**src/rtl/reg_wb_arbiter.sv**
```systemverilog
// Write-side front end of the integer register file: merges pipeline writeback and
// buffered mul/div results onto the single write port, exports pending-register mask.
module reg_wb_arbiter #(
    parameter int BUF_DEPTH = 2,
    parameter int MAX_DEFER = 4
) (
    input  logic        CLK,
    input  logic        RESET,
    input  logic        PIPE_WE,
    input  logic [4:0]  PIPE_ADDR,
    input  logic [31:0] PIPE_DATA,
    input  logic        MD_VALID,
    output logic        MD_READY,
    input  logic [4:0]  MD_ADDR,
    input  logic [31:0] MD_DATA,
    output logic        WRITE_ENABLE,
    output logic [4:0]  WRITE_ADDRESS,
    output logic [31:0] WRITE_DATA,
    output logic [31:0] PENDING,
    output logic        PIPE_STALL
);

    localparam int PTR_W = (BUF_DEPTH > 1) ? $clog2(BUF_DEPTH) : 1;
    localparam int CNT_W = $clog2(BUF_DEPTH + 1);
    localparam int DEF_W = $clog2(MAX_DEFER + 1);
    localparam logic [CNT_W-1:0] DEPTH_C    = CNT_W'(BUF_DEPTH);
    localparam logic [DEF_W-1:0] DEFER_LAST = DEF_W'(MAX_DEFER - 1);

    logic [4:0]           buf_addr [BUF_DEPTH];
    logic [31:0]          buf_data [BUF_DEPTH];
    logic [BUF_DEPTH-1:0] buf_vld;
    logic [PTR_W-1:0]     head;
    logic [PTR_W-1:0]     tail;
    logic [CNT_W-1:0]     count;
    logic [DEF_W-1:0]     defer_cnt;

    logic                 pipe_req;
    logic                 fifo_empty;
    logic                 md_live;
    logic [BUF_DEPTH-1:0] kill_mask;
    logic                 head_dead;
    logic                 head_live;
    logic                 issue_head;
    logic                 issue_bypass;
    logic                 do_pop;
    logic                 do_push;

    assign MD_READY = RESET && (count < DEPTH_C);

    always_comb begin
        pipe_req   = PIPE_WE && (PIPE_ADDR != 5'd0);
        fifo_empty = (count == '0);
        md_live    = MD_VALID && MD_READY && (MD_ADDR != 5'd0);
        kill_mask  = '0;
        PENDING    = '0;
        for (int i = 0; i < BUF_DEPTH; i++) begin
            kill_mask[i] = pipe_req && buf_vld[i] && (buf_addr[i] == PIPE_ADDR);
            if (buf_vld[i]) begin
                PENDING[buf_addr[i]] = 1'b1;
            end
        end
        // A killed head leaves this edge without using the write port.
        head_dead    = !fifo_empty && (!buf_vld[head] || kill_mask[head]);
        head_live    = !fifo_empty && !head_dead;
        issue_head   = !pipe_req && head_live;
        issue_bypass = !pipe_req && fifo_empty && md_live;
        do_pop       = issue_head || head_dead;
        do_push      = md_live && !issue_bypass;
    end

    always_ff @(posedge CLK or negedge RESET) begin
        if (!RESET) begin
            buf_vld       <= '0;
            head          <= '0;
            tail          <= '0;
            count         <= '0;
            defer_cnt     <= '0;
            WRITE_ENABLE  <= 1'b0;
            WRITE_ADDRESS <= '0;
            WRITE_DATA    <= '0;
            PIPE_STALL    <= 1'b0;
        end else begin
            buf_vld <= buf_vld & ~kill_mask;
            if (do_pop) begin
                buf_vld[head] <= 1'b0;
                head          <= head + PTR_W'(1);
            end
            if (do_push) begin
                buf_vld[tail] <= 1'b1;
                tail          <= tail + PTR_W'(1);
            end
            case ({do_push, do_pop})
                2'b10:   count <= count + CNT_W'(1);
                2'b01:   count <= count - CNT_W'(1);
                default: count <= count;
            endcase

            WRITE_ENABLE <= pipe_req || issue_head || issue_bypass;
            if (pipe_req) begin
                WRITE_ADDRESS <= PIPE_ADDR;
                WRITE_DATA    <= PIPE_DATA;
            end else if (issue_head) begin
                WRITE_ADDRESS <= buf_addr[head];
                WRITE_DATA    <= buf_data[head];
            end else if (issue_bypass) begin
                WRITE_ADDRESS <= MD_ADDR;
                WRITE_DATA    <= MD_DATA;
            end

            // Counter saturates so a further loss during the bubble re-raises the stall.
            if (pipe_req && head_live) begin
                if (defer_cnt == DEFER_LAST) begin
                    PIPE_STALL <= 1'b1;
                end else begin
                    PIPE_STALL <= 1'b0;
                    defer_cnt  <= defer_cnt + DEF_W'(1);
                end
            end else begin
                PIPE_STALL <= 1'b0;
                defer_cnt  <= '0;
            end
        end
    end

    always_ff @(posedge CLK) begin
        if (do_push) begin
            buf_addr[tail] <= MD_ADDR;
            buf_data[tail] <= MD_DATA;
        end
    end

endmodule

```
**config.mk**
```make
export PLATFORM = sky130hd
export DESIGN_NAME = reg_wb_arbiter
export DESIGN_NICKNAME = d
export VERILOG_FILES = /design/src/rtl/reg_wb_arbiter.sv
export SDC_FILE = /design/constraint.sdc
export NUM_CORES = 1
export LEC_CHECK = 0
export ABC_CLOCK_PERIOD_IN_PS = 9040
export BUFFER_PORTS_ARGS = -buffer_cell sky130_fd_sc_hd__buf_2
export CORE_MARGIN = 1.5
export CORE_UTILIZATION = 39
export DETAILED_ROUTE_END_ITERATION = 6
export HOLD_SLACK_MARGIN = 0.06
export SYNTH_ARGS = -nofsm -noshare
export SYNTH_HDL_FRONTEND = slang
export SYNTH_SLANG_ARGS = --single-unit
```
**constraint.sdc**
```tcl
create_clock -name CLK -period 9.04 [get_ports CLK]
set_input_delay 2.712 -clock CLK [delete_from_list [all_inputs] [get_ports CLK]]
set_output_delay 2.712 -clock CLK [all_outputs]
set_load 0.03 [all_outputs]
```
==> out/qor.csv <==
stage,metric,value,unit
timing,worst_pin_slew,1.03,ns
cts,worstSkewPairLatency,0.41,ns
timing,fin_tns_setup,0,ns
timing,period_share,0.727,
power,combinationalPowerShare,0.303,
power,vdd_drop_max,0.000132,V
floorplan,die_area,15000,um2
yosys,synth-seq-cells,122,
cts,hold_buffers,0,
timing,fmax,152,MHz
timing,slew_headroom,0.314,
timing,rsz0062_at_grt,no,
critical_path,worstSetupStartpointType,primary input,
floorplan,dieHeight,122,um
timing,post-route-min-period,6.58,ns
power,leakagePower,2.92,nW
cts,h-tree-depth,4,
floorplan,core_area,13900,um2
global_route,grt_pass1_wl,22.8,mm
yosys,synth_cell_types,43,
timing,setup_viol,0,
place,gp_congestion,0.794,
place,dpl_worst_slack,2.42,ns
cts,cts.sinks,122,
status,status,"finished, final reports clean",
power,power,0.00217,W
yosys,ys.flop_type,edfxtp_1,
floorplan,rows,43,
drt,num_vias,4285,
power,swShare,0.339,
place,dp_hpwl,9.34,mm
drt,vias_per_cell,5.56,
drt,wire_per_inst,18.6,um
yosys,synth_edf_count,74,
global_route,grt_pass1_vias,4358,
drt,ant_nets,0,
floorplan,die_w,122,um
timing,fin_skew,0.00844,ns
finish,layout-drive-gt1-share,0.342,
drt,drt-initial-drc-count,228,
yosys,synth_area,5560,um2
cts,ctsLongestPathBuffers,2,
floorplan,io_pins,150,
critical_path,cp_max_fo,49,
drt,drc,0,
yosys,postSynthAreaPerCell,12.8,um2
run,drv_cap,0,
yosys,synth.top_cell.area_share,0.400,
finish,antenna_cells,0,
cts,postCtsSetupRepairBufs,0,
critical_path,worst_setup_path_end_kind,primary output,
finish,final_nets,658,
finish,fill_cells,1281,
cts,numCtsBuffers,17,
yosys,yosys_warnings,0,
global_route,grt.overflow.total,0,
power,intPower,0.00144,W
yosys,syn_inst,436,
critical_path,worstPathArrival,3.86,ns
yosys,ys_async_sr_fraction,0.393,
yosys,ys_seq_area_frac,0.616,
yosys,syn_nets,517,
power,pwr-share-seq,0.361,
timing,setup_ws,2.46,ns
global_route,grt_start_max_net_pins,50,
global_route,antenna_found_initial,0,
cts,cts-resized-gates,0,
yosys,ys_top_cells_by_count,"edfxtp_1, dfrtp_1, mux2i_1, o22ai_1, nand2_1",
cts,clk_pin_slew,0.06,ns
timing,finalHoldViolations,0,
power,p_switching,0.000737,W
yosys,yosysMostFrequentCell,edfxtp_1,
yosys,yosys.area.top_type,edfxtp_1,
power,power_density,306,nW/um2
finish,area_growth,27.5,%
place,io_buffers,149,
timing,slew_violations,0,
drt,drt_pass1_iterations,5,
cts,root_buffer,clkbuf_16,
cts,tritoncts,yes,
critical_path,critical_path_class,primary input to primary output,
critical_path,cp.required,6.33,ns
worst_hold_path,hold_class,flop to flop,
timing,holdWs,0.509,ns
finish,finalInstanceArea,7090,um2
floorplan,initial_core_util,0.401,
global_route,grtUsageTotal,0.201,
yosys,synthTopCellsByArea,"edfxtp_1, dfrtp_1, mux2i_1",
drt,routed_wl,14.3,mm
power,clock_power_share,0.337,
place,dpl_cell_area,6450,um2
## worst max-delay path, cell delays in order
cell	delay (ns)
buf_2	0.07
buf_4	0.54
nor2b_1	0.26
buf_2	0.24
## layout make-up
type	count	area, um2	area share
well taps	180	225	0.0318
clock inverters	13	198	0.0279
flip-flops and latches	122	3420	0.483
inverters	5	18.8	0.00265
clock buffers	19	443	0.0624
repair buffers	155	791	0.111
multi-input cells	276	1990	0.281
## power by group through the flow
stage | clock network (W) | logic (W) | registers (W)
2_1_floorplan | 0 | 0.000358 | 0.000896
3_3_place_gp | 0 | 0.000655 | 0.000790
3_5_place_dp | 0 | 0.000667 | 0.000790
4_1_cts | 0.000743 | 0.000666 | 0.000783
5_1_grt | 0.000769 | 0.000714 | 0.000796
6_report | 0.000732 | 0.000658 | 0.000784
## metal layers
metal  vias up  GRT usage  routed length (um)
li1       1995          -                   -
met1      2113      0.268                6540
met2       159      0.324                6740
met3        18     0.0465                 874
met4         0     0.0669                 153
met5         -          0                   0
## final timing paths
path | startpoint | end | slack [ns] | depth (start not counted)
setup / recovery | RESET | MD_READY | 2.46 | 4
hold / removal | WRITE_DATA[23] | WRITE_DATA[23] | 0.51 | 1
setup reg to reg | count[0] | WRITE_DATA[15] | 6.11 | 7
hold reg to reg | WRITE_DATA[23] | WRITE_DATA[23] | 0.51 | 1
max in group asynchronous | RESET | head | 6.11 | 2
min in group asynchronous | RESET | WRITE_DATA[28] | 2.43 | 2
## cell usage in the layout, fill, tap and decap left out, types with 2 or more instances in the layout
master,Yosys,layout
or3b_2,4,4
a21oi_1,3,3
o221a_2,6,6
clkbuf_16,0,17
a311oi_1,2,2
o21ai_0,7,7
a2bb2oi_1,2,2
nor2_1,29,27
xor2_1,10,10
a22oi_1,3,3
nand2b_1,2,2
nand2_1,30,30
a221o_1,22,22
nor3_1,3,3
edfxtp_1,74,74
o2bb2ai_1,2,2
buf_2,4,149
nand3_1,6,6
a31oi_1,13,13
bufinv_16,0,5
and2_1,3,2
xnor2_1,5,5
o221a_1,7,7
clkinv_1,0,2
ha_1,3,3
o22ai_1,34,33
buf_4,1,6
inv_1,4,4
or4_1,2,2
or3_1,4,4
nor2_4,1,2
o31ai_1,19,19
mux2i_1,36,36
clkinv_2,0,3
dfrtp_1,48,47
nor2b_1,2,2
nand3b_1,10,10
## registers in the layout, indices dropped and copies added (netlist names)
| register | cells |
|---|---|
| count | 2 |
| buf_addr | 10 |
| PIPE_STALL | 1 |
| WRITE_ADDRESS | 5 |
| defer_cnt | 3 |
| WRITE_DATA | 32 |
| head | 1 |
| WRITE_ENABLE | 1 |
| buf_vld | 2 |
| buf_data | 64 |
| tail | 1 |
## through the flow
stage               std cells   util
floorplan                 436      -
detailed placement        738  0.465
finish                    770  0.511
global placement          738  0.465
CTS                       770  0.511
global route              770  0.511
## cell families after synthesis
family	count (synthesis)	share of synthesized area
muxes	36	0.0648
and+or+nand+nor	97	0.0859
AOI/OAI and AO/OA	125	0.173
DFF	122	0.616
adders and majority gates	3	0.00675
buffers and inverters	38	0.0299
xor gates and xnor gates	15	0.0236
No activity file was read; power rests on OpenSTA's default activity.
